==> src/rtl/multicycle_control_fsm_if.sv <==
// rtl/multicycle_control_fsm_if.sv - control/datapath signal bundle for the multi-cycle RV32I sequencer
interface multicycle_control_fsm_if;
  logic [6:0] opcode;
  logic       bcond;
  logic       halt_cond;
  logic       mem_ready;
  logic       pc_write;
  logic [1:0] pc_source;
  logic       iord;
  logic       mem_read;
  logic       mem_write;
  logic       ir_write;
  logic       reg_write;
  logic       mem_to_reg;
  logic       pc_to_reg;
  logic       alu_src_a;
  logic [1:0] alu_src_b;
  logic [1:0] alu_op;
  logic       is_ecall;
  logic       halted;
  logic       mem_timeout;
  logic [2:0] state;

  modport master (
    input  opcode, bcond, halt_cond, mem_ready,
    output pc_write, pc_source, iord, mem_read, mem_write, ir_write,
           reg_write, mem_to_reg, pc_to_reg, alu_src_a, alu_src_b,
           alu_op, is_ecall, halted, mem_timeout, state
  );

  modport slave (
    output opcode, bcond, halt_cond, mem_ready,
    input  pc_write, pc_source, iord, mem_read, mem_write, ir_write,
           reg_write, mem_to_reg, pc_to_reg, alu_src_a, alu_src_b,
           alu_op, is_ecall, halted, mem_timeout, state
  );
endinterface

==> src/rtl/multicycle_control_fsm.sv <==
// rtl/multicycle_control_fsm.sv - IF/ID/EX/MEM/WB/HALT sequencer for the multi-cycle RV32I core
// Optional MC_PERF_CNT_EN adds cycle_count/instret performance counters.
module multicycle_control_fsm #(
  parameter int unsigned MEM_WAIT_MAX = 0
) (
  input  logic        clk,
  input  logic        reset,
`ifdef MC_PERF_CNT_EN
  output logic [31:0] cycle_count,
  output logic [31:0] instret,
`endif
  multicycle_control_fsm_if.master bus
);

  localparam logic [2:0] S_IF   = 3'd0;
  localparam logic [2:0] S_ID   = 3'd1;
  localparam logic [2:0] S_EX   = 3'd2;
  localparam logic [2:0] S_MEM  = 3'd3;
  localparam logic [2:0] S_WB   = 3'd4;
  localparam logic [2:0] S_HALT = 3'd5;

  localparam logic [6:0] OP_ARITH     = 7'b0110011;
  localparam logic [6:0] OP_ARITH_IMM = 7'b0010011;
  localparam logic [6:0] OP_LOAD      = 7'b0000011;
  localparam logic [6:0] OP_STORE     = 7'b0100011;
  localparam logic [6:0] OP_BRANCH    = 7'b1100011;
  localparam logic [6:0] OP_JAL       = 7'b1101111;
  localparam logic [6:0] OP_JALR      = 7'b1100111;
  localparam logic [6:0] OP_SYSTEM    = 7'b1110011;

  logic [2:0]  state_q;
  logic [2:0]  state_d;
  logic [31:0] wait_cnt;
  logic        waiting;

  always_ff @(posedge clk or negedge reset) begin
    if (!reset) begin
      state_q <= S_IF;
    end else begin
      state_q <= state_d;
    end
  end

  always_comb begin
    state_d        = state_q;
    bus.pc_write   = 1'b0;
    bus.pc_source  = 2'b00;
    bus.iord       = 1'b0;
    bus.mem_read   = 1'b0;
    bus.mem_write  = 1'b0;
    bus.ir_write   = 1'b0;
    bus.reg_write  = 1'b0;
    bus.mem_to_reg = 1'b0;
    bus.pc_to_reg  = 1'b0;
    bus.alu_src_a  = 1'b0;
    bus.alu_src_b  = 2'b00;
    bus.alu_op     = 2'b00;
    bus.is_ecall   = 1'b0;
    bus.halted     = 1'b0;
    case (state_q)
      S_IF: begin
        bus.mem_read = 1'b1;
        if (bus.mem_ready) begin
          bus.ir_write = 1'b1;
          state_d      = S_ID;
        end
      end
      S_ID: begin
        // ALUOut <= PC + imm, the branch target consumed in EX
        bus.alu_src_b = 2'b10;
        case (bus.opcode)
          OP_ARITH, OP_ARITH_IMM, OP_LOAD, OP_STORE,
          OP_BRANCH, OP_JAL, OP_JALR: state_d = S_EX;
          OP_SYSTEM: begin
            bus.is_ecall = 1'b1;
            if (bus.halt_cond) begin
              state_d = S_HALT;
            end else begin
              bus.pc_write = 1'b1;
              state_d      = S_IF;
            end
          end
          default: begin
            bus.pc_write = 1'b1;
            state_d      = S_IF;
          end
        endcase
      end
      S_EX: begin
        state_d = S_WB;
        case (bus.opcode)
          OP_ARITH: begin
            bus.alu_src_a = 1'b1;
            bus.alu_op    = 2'b10;
          end
          OP_ARITH_IMM: begin
            bus.alu_src_a = 1'b1;
            bus.alu_src_b = 2'b10;
            bus.alu_op    = 2'b10;
          end
          OP_LOAD, OP_STORE: begin
            bus.alu_src_a = 1'b1;
            bus.alu_src_b = 2'b10;
            state_d       = S_MEM;
          end
          OP_BRANCH: begin
            bus.alu_src_a = 1'b1;
            bus.alu_op    = 2'b01;
            bus.pc_write  = 1'b1;
            bus.pc_source = bus.bcond ? 2'b01 : 2'b00;
            state_d       = S_IF;
          end
          OP_JAL: begin
            bus.alu_src_b = 2'b10;
          end
          OP_JALR: begin
            bus.alu_src_a = 1'b1;
            bus.alu_src_b = 2'b10;
          end
          default: state_d = S_IF;
        endcase
      end
      S_MEM: begin
        bus.iord      = 1'b1;
        bus.mem_read  = (bus.opcode == OP_LOAD);
        bus.mem_write = (bus.opcode == OP_STORE);
        if (bus.mem_ready) begin
          if (bus.opcode == OP_LOAD) begin
            state_d = S_WB;
          end else begin
            bus.pc_write = (bus.opcode == OP_STORE);
            state_d      = S_IF;
          end
        end
      end
      S_WB: begin
        bus.reg_write = 1'b1;
        bus.pc_write  = 1'b1;
        state_d       = S_IF;
        if (bus.opcode == OP_LOAD) begin
          bus.mem_to_reg = 1'b1;
        end
        if (bus.opcode == OP_JAL || bus.opcode == OP_JALR) begin
          bus.pc_to_reg = 1'b1;
          bus.pc_source = 2'b01;
        end
      end
      S_HALT: begin
        bus.halted = 1'b1;
      end
      default: state_d = S_IF;
    endcase
  end

  // Waiting never changes state, so leaving the wait condition is the only clear needed.
  assign waiting = (state_q == S_IF || state_q == S_MEM) && !bus.mem_ready;

  always_ff @(posedge clk or negedge reset) begin
    if (!reset) begin
      wait_cnt <= 32'd0;
    end else if (waiting && MEM_WAIT_MAX != 32'd0) begin
      if (wait_cnt != MEM_WAIT_MAX) begin
        wait_cnt <= wait_cnt + 32'd1;
      end
    end else begin
      wait_cnt <= 32'd0;
    end
  end

  assign bus.mem_timeout = reset && waiting && (MEM_WAIT_MAX != 32'd0) &&
                           (wait_cnt == MEM_WAIT_MAX - 32'd1);
  assign bus.state       = state_q;

`ifdef MC_PERF_CNT_EN
  logic enter_halt;
  assign enter_halt = (state_d == S_HALT) && (state_q != S_HALT);

  always_ff @(posedge clk or negedge reset) begin
    if (!reset) begin
      cycle_count <= 32'd0;
      instret     <= 32'd0;
    end else begin
      if (state_q != S_HALT) begin
        cycle_count <= cycle_count + 32'd1;
      end
      instret <= instret + {31'd0, bus.pc_write} + {31'd0, enter_halt};
    end
  end
`endif

endmodule

==> src/flat_wrapper.sv <==
// flat-port wrapper written by rule: the top's interface ports become plain ports
module multicycle_control_fsm_flat 
#(
  parameter int unsigned MEM_WAIT_MAX = 0
)
  (clk, reset, bus_opcode, bus_bcond, bus_halt_cond, bus_mem_ready, bus_pc_write, bus_pc_source, bus_iord, bus_mem_read, bus_mem_write, bus_ir_write, bus_reg_write, bus_mem_to_reg, bus_pc_to_reg, bus_alu_src_a, bus_alu_src_b, bus_alu_op, bus_is_ecall, bus_halted, bus_mem_timeout, bus_state);
  multicycle_control_fsm_if bus_i ();
  input  logic clk;
  input  logic reset;
  input wire logic [$bits(bus_i.opcode)-1:0] bus_opcode;
  input wire logic [$bits(bus_i.bcond)-1:0] bus_bcond;
  input wire logic [$bits(bus_i.halt_cond)-1:0] bus_halt_cond;
  input wire logic [$bits(bus_i.mem_ready)-1:0] bus_mem_ready;
  output wire logic [$bits(bus_i.pc_write)-1:0] bus_pc_write;
  output wire logic [$bits(bus_i.pc_source)-1:0] bus_pc_source;
  output wire logic [$bits(bus_i.iord)-1:0] bus_iord;
  output wire logic [$bits(bus_i.mem_read)-1:0] bus_mem_read;
  output wire logic [$bits(bus_i.mem_write)-1:0] bus_mem_write;
  output wire logic [$bits(bus_i.ir_write)-1:0] bus_ir_write;
  output wire logic [$bits(bus_i.reg_write)-1:0] bus_reg_write;
  output wire logic [$bits(bus_i.mem_to_reg)-1:0] bus_mem_to_reg;
  output wire logic [$bits(bus_i.pc_to_reg)-1:0] bus_pc_to_reg;
  output wire logic [$bits(bus_i.alu_src_a)-1:0] bus_alu_src_a;
  output wire logic [$bits(bus_i.alu_src_b)-1:0] bus_alu_src_b;
  output wire logic [$bits(bus_i.alu_op)-1:0] bus_alu_op;
  output wire logic [$bits(bus_i.is_ecall)-1:0] bus_is_ecall;
  output wire logic [$bits(bus_i.halted)-1:0] bus_halted;
  output wire logic [$bits(bus_i.mem_timeout)-1:0] bus_mem_timeout;
  output wire logic [$bits(bus_i.state)-1:0] bus_state;
  assign bus_i.opcode = bus_opcode;
  assign bus_i.bcond = bus_bcond;
  assign bus_i.halt_cond = bus_halt_cond;
  assign bus_i.mem_ready = bus_mem_ready;
  assign bus_pc_write = bus_i.pc_write;
  assign bus_pc_source = bus_i.pc_source;
  assign bus_iord = bus_i.iord;
  assign bus_mem_read = bus_i.mem_read;
  assign bus_mem_write = bus_i.mem_write;
  assign bus_ir_write = bus_i.ir_write;
  assign bus_reg_write = bus_i.reg_write;
  assign bus_mem_to_reg = bus_i.mem_to_reg;
  assign bus_pc_to_reg = bus_i.pc_to_reg;
  assign bus_alu_src_a = bus_i.alu_src_a;
  assign bus_alu_src_b = bus_i.alu_src_b;
  assign bus_alu_op = bus_i.alu_op;
  assign bus_is_ecall = bus_i.is_ecall;
  assign bus_halted = bus_i.halted;
  assign bus_mem_timeout = bus_i.mem_timeout;
  assign bus_state = bus_i.state;
  multicycle_control_fsm #(.MEM_WAIT_MAX(MEM_WAIT_MAX)) u_core (.clk(clk), .reset(reset), .bus(bus_i));
endmodule
==> config.mk <==
export PLATFORM = sky130hd
export DESIGN_NAME = multicycle_control_fsm_flat
export DESIGN_NICKNAME = d
export VERILOG_FILES = /design/src/rtl/multicycle_control_fsm_if.sv /design/src/rtl/multicycle_control_fsm.sv /design/src/flat_wrapper.sv
export SDC_FILE = /design/constraint.sdc
export NUM_CORES = 1
export LEC_CHECK = 0
export BUFFER_PORTS_ARGS = -buffer_cell sky130_fd_sc_hd__buf_2
export CORE_MARGIN = 10
export CORE_UTILIZATION = 38
export CTS_BUF_LIST = sky130_fd_sc_hd__clkbuf_4 sky130_fd_sc_hd__clkbuf_8
export DETAILED_ROUTE_END_ITERATION = 16
export PLACE_DENSITY = 0.77
export REMOVE_ABC_BUFFERS = 1
export SLEW_MARGIN = 30
export SYNTH_ARGS = -nofsm -noshare
export SYNTH_HDL_FRONTEND = slang
export SYNTH_SLANG_ARGS = --single-unit
export TNS_END_PERCENT = 20
==> constraint.sdc <==
create_clock -name clk -period 1.6 [get_ports clk]
set_clock_uncertainty 0.2 [all_clocks]
set_input_delay 0.08 -clock clk [delete_from_list [all_inputs] [get_ports clk]]
set_output_delay 0.08 -clock clk [all_outputs]
set_load 0.01 [all_outputs]
# Word-level counts from Yosys, hierarchy flattened
# Cells that the tools add are included.
[word_totals] regBits=3 wordCells=62 in_bits=12 output_inout_bits=21
[op_classes] n_reduce_logical=9 n_eq_ne=15 muxes=36 bitwise=1
[op_table] operator="$eq A7 B7 Y1 const B" n=4
[op_table] operator="$mux W1" n=20
[op_table] operator="$pmux W3 S5" n=1
[op_table] operator="$eq A7 B6 Y1 const B" n=2
[op_table] operator="$mux W3" n=4
[op_table] operator="$pmux W2 S2" n=3
[op_table] operator="$pmux W3 S2" n=2
[op_table] operator="$eq A7 B2 Y1 const B" n=1
[op_table] operator="$eq A7 B5 Y1 const B" n=1
[op_table] operator="$reduce_or A7 Y1" n=1
[op_table] operator="$eq A3 B2 Y1 const B" n=2
[op_table] operator="$eq A3 B3 Y1 const B" n=2
[op_table] operator="$mux W2" n=3
[op_table] operator="$reduce_or A6 Y1" n=1
[op_table] operator="$reduce_or A5 Y1" n=1
[op_table] operator="$ne A2 B2 Y1 const B" n=2
[op_table] operator="$pmux W1 S2" n=2
[op_table] operator="$pmux W1 S4" n=1
[op_table] operator="$reduce_or A2 Y1" n=2
[op_table] operator="$reduce_or A4 Y1" n=1
[op_table] operator="$eq A3 B1 Y1 const B" n=1
[op_table] operator="$logic_not A3 Y1" n=1
[op_table] operator="$reduce_and A3 Y1" n=1
[op_table] operator="$logic_or A1 B1 Y1" n=1
[op_table] operator="$not A1 Y1" n=1

# Depth between registers and ports, before layout
[logic_depth] ltp_word=4 mapped_depth=6 mapped_depth_nobuf=5

# Worst setup path before layout
# Ideal clock, no wire load.
[synth_path] path_type="reg2out" start="register u_core.state_q[2] (netlist: u_core.bus.state[2])" end="output bus_pc_write" path_slack_ns=-0.245 t_arrival_ns=1.565 n_path_buf=1 required_time_ns=1.320 stages_incl_launch_ff=6 path_cell_list="dfrtp_1 -> buf_2 -> nand3b_1 -> nor4_1 -> nand2_1 -> o2111ai_1"
[synth_between] elab_chain_len=2 word_cells_on_any_way=5 cone_classes="eq/ne: 4; mux: 1"
[synth_rtl] item="from (decl)" line_no="multicycle_control_fsm.sv:31" text="logic [2:0] state_q;"
[synth_rtl] item="from (signal assigned)" line_no="multicycle_control_fsm.sv:40" text="state_q <= state_d;"
[synth_rtl] item="$eq A3 B3 Y1 (tied with other cells)" line_no="multicycle_control_fsm.sv:60" text="case (state_q)"
[synth_rtl] item="$pmux W1 S4 *" line_no="multicycle_control_fsm.sv:60"
[synth_rtl] item="to (decl)" line_no="flat_wrapper.sv:14" text="output wire logic [$bits(bus_i.pc_write)-1:0] bus_pc_write;"
# Every way passes the cells marked *; elsewhere a longest branch is shown, timed or not.

# Worst setup path after layout
# Ends and elaborated chain as after synthesis.

==> impl_metrics.csv <==
group,metric,value,unit
timing,timing.final.setup_violations,11,
synthesis,syn_area_per_cell,6.88,sq um
route,drtAntennaViolNets,0,
route,drt_iter0_drc,40,
pwr,max-vdd-ir-drop,0.000440,V
synthesis,most_used_standard_cells_in_the_synthesized_netlist,"9 x sky130_fd_sc_hd__nand2_1, 7 x sky130_fd_sc_hd__nor2_1, 5 x sky130_fd_sc_hd__a21oi_1, 5 x sky130_fd_sc_hd__inv_1",
synthesis,synth_edf_count,0,
route,drc,0,
route,route.detailed.wl_per_inst,16.8,um
timing,grt_setup_unrepaired,"true",
cts,clockRootBuffer,"sky130_fd_sc_hd__clkbuf_4",
synthesis,synth_seq_area_share,0.152,
cts,worstSkewPairLatency,240,ps
grt,largest_net_degree_at_the_start_of_global_routing,9,
cts,h-tree-depth,1,
floorplan,ioPinCount,33,
route,vias_per_cell,5.83,
worst_setup_path,worstPathRequired,1320,ps
pwr,fin_total_pwr,0.392,mW
worst_setup_path,cp_data_arrival_time,1560,ps
floorplan,coreArea,0.00117,sq mm
grt,overflow,0,
pwr,power_density,442,mW/mm^2
status,violations,"negative setup slack",
cts,clock_sinks,3,
synthesis,synth_async_sr_flop_share,1.00,
hold_path,worstHoldPathType,"in -> reg",
floorplan,floorplan.rows,12,
floorplan,chipWidth,56.1,um
timing,final_max_slew_viol_count,0,
flow_run,maxCapViolations,0,
cells_and_area,final-instance-count-excl-fill,133,
place,place_congestion,0.900,
cells_and_area,final_cell_area,886,sq um
route,first_pass_iteration_count_of_the_detailed_router,5,
synthesis,syn-instance-count,72,
synthesis,netlist_top_cells_area,"sky130_fd_sc_hd__dfrtp_1 15%, sky130_fd_sc_hd__nand2_1 6.8%, sky130_fd_sc_hd__buf_4 6.1%",
place,io_buffer_count,29,
grt,track_usage,0.120,
timing,hold_violations,0,
synthesis,yosys.cell_count.top_type,"sky130_fd_sc_hd__nand2_1",
cells_and_area,syn2layout_area_growth,78.8,%
cts,clk_transition_reported_paths,40,ps
cts,cts.path.max_buffers,2,
timing,final_period_minus_worst_setup_slack,1840,ps
route,detailroute.via_count,775,
timing,min_period_over_period,1.15,
synthesis,yosysWarningCount,0,
floorplan,initial_core_util,0.423,
synthesis,synth.distinct_cells,34,
synthesis,synth_top_area_share,0.152,
grt,antenna_violations_before_repair,0,
place,dp_cells,121,
worst_setup_path,startpoint_types,"register",
route,postRouteWirelength,2.24,mm
synthesis,yosys_reg_bits,3,
timing,max_freq,0.543,GHz
cells_and_area,largest_register_ffs,3,
worst_setup_path,critical_path.endpoint_type,"primary output",
cts,cts_tree,"yes",
synthesis,synth_cell_area,495,sq um
floorplan,chipHeight,56.1,um
status,status,"finished with violations",
timing,hold_ws,11.3,ps
cts,cts_buffers,3,
synthesis,synthDominantAreaCellType,"sky130_fd_sc_hd__dfrtp_1",
floorplan,die_ar,0.00315,sq mm
cells_and_area,fin_nets,132,
worst_setup_path,critical_path_peak_fanout,4,
pwr,p_leak,0.465,nW
timing,finalWorstSetupSlack,-243,ps
place,dpl-instance-area,706,sq um
cells_and_area,num_antenna_cells,0,
synthesis,synth_ff_type,"sky130_fd_sc_hd__dfrtp_1",
worst_setup_path,setup.worst_path.class,"reg -> out",
place,dpl.hpwl,1.45,mm
grt,via_count_of_the_first_global_routing_pass,729,
grt,wire_length_of_the_first_global_routing_pass,3.28,mm
cells_and_area,drive_above_1_share,0.529,
## metrics by stage
step	util	setup slack (ps)	setup TNS [ps]
3_5_place_dp	0.603	-56.7	-137
6_report	0.756	-243	-1150
2_1_floorplan	-	-205	-593
3_3_place_gp	0.603	-31.9	-73.8
4_1_cts	0.697	-194	-759
5_1_grt	0.756	-333	-2070
## kinds of logic after synthesis
| family | after synthesis | synth area share |
|---|---|---|
| multiplexers | 1 | 0.0202 |
| other | 1 | 0.00757 |
| flip-flops | 3 | 0.152 |
| AND/OR/NAND/NOR | 37 | 0.450 |
| AO/OA/AOI/OAI | 17 | 0.232 |
| buffers and inverters | 13 | 0.139 |
## placed cells by master (no fill, tap or decap), types with 2 or more instances in the layout
master / n
sky130_fd_sc_hd__dlygate4sd3_1: 3
sky130_fd_sc_hd__o21ai_0: 2
sky130_fd_sc_hd__nor2_2: 2
sky130_fd_sc_hd__inv_1: 5
sky130_fd_sc_hd__conb_1: 3
sky130_fd_sc_hd__or3_1: 2
sky130_fd_sc_hd__a21oi_1: 5
sky130_fd_sc_hd__buf_4: 12
sky130_fd_sc_hd__nand2b_1: 3
sky130_fd_sc_hd__a21o_1: 2
sky130_fd_sc_hd__clkbuf_4: 4
sky130_fd_sc_hd__dfrtp_1: 3
sky130_fd_sc_hd__buf_2: 27
sky130_fd_sc_hd__nor2_1: 4
sky130_fd_sc_hd__buf_6: 7
sky130_fd_sc_hd__nand2_1: 8
sky130_fd_sc_hd__nor3_1: 2
## cell type report
type / count / area [sq um]
Multi-Input combinational cell: 58 / 410
Sequential cell: 3 / 75.1
Tap cell: 14 / 17.5
Timing Repair Buffer: 49 / 334
Clock buffer: 4 / 30.0
Fill cell: 81 / 285
Inverter: 5 / 18.8
## final timing paths
kind / to / slack, ps / start / cells past startpoint
setup / recovery: bus_pc_write / -240 / u_core.bus.state[2]$_DFFE_PN0P_ / 4
hold / removal: u_core.bus.state[1]$_DFFE_PN0P_ / 10 / bus_mem_ready / 2
setup reg to reg: u_core.bus.state[2]$_DFFE_PN0P_ / -60 / u_core.bus.state[2]$_DFFE_PN0P_ / 4
hold reg to reg: u_core.bus.state[0]$_DFFE_PN0P_ / 530 / u_core.bus.state[0]$_DFFE_PN0P_ / 3
max in group asynchronous: u_core.bus.state[1]$_DFFE_PN0P_ / 490 / reset / 3
min in group asynchronous: u_core.bus.state[0]$_DFFE_PN0P_ / 550 / reset / 3
## repair_timing
action	CTS	global route
setup buffers	2	3
endpoints found under the setup margin	11	14
endpoints found under the hold margin	5	0
gates cloned	0	0
pin swaps	7	4
hold buffers	3	0
gates resized for setup	7	11
## worst max-delay path, stage by stage, from the launching register on
cell	delay, ps
sky130_fd_sc_hd__dfrtp_1	420
sky130_fd_sc_hd__or3b_4	450
sky130_fd_sc_hd__buf_6	140
sky130_fd_sc_hd__o2111ai_2	150
sky130_fd_sc_hd__buf_2	160
## metal layers
metal / track usage / vias to the layer above / share of wire
li1: - / 346 / -
met1: 0.131 / 353 / 0.32
met2: 0.205 / 60 / 0.52
met3: 0.0387 / 16 / 0.12
met4: 0.0546 / 0 / 0.038
met5: 0 / - / 0
## where the power goes
part / internal, mW / switching [mW]
registers: 0.0793 / 0.00436
clock network: 0.111 / 0.0459
logic: 0.0719 / 0.0795
Power figures use the tool's default switching activity.
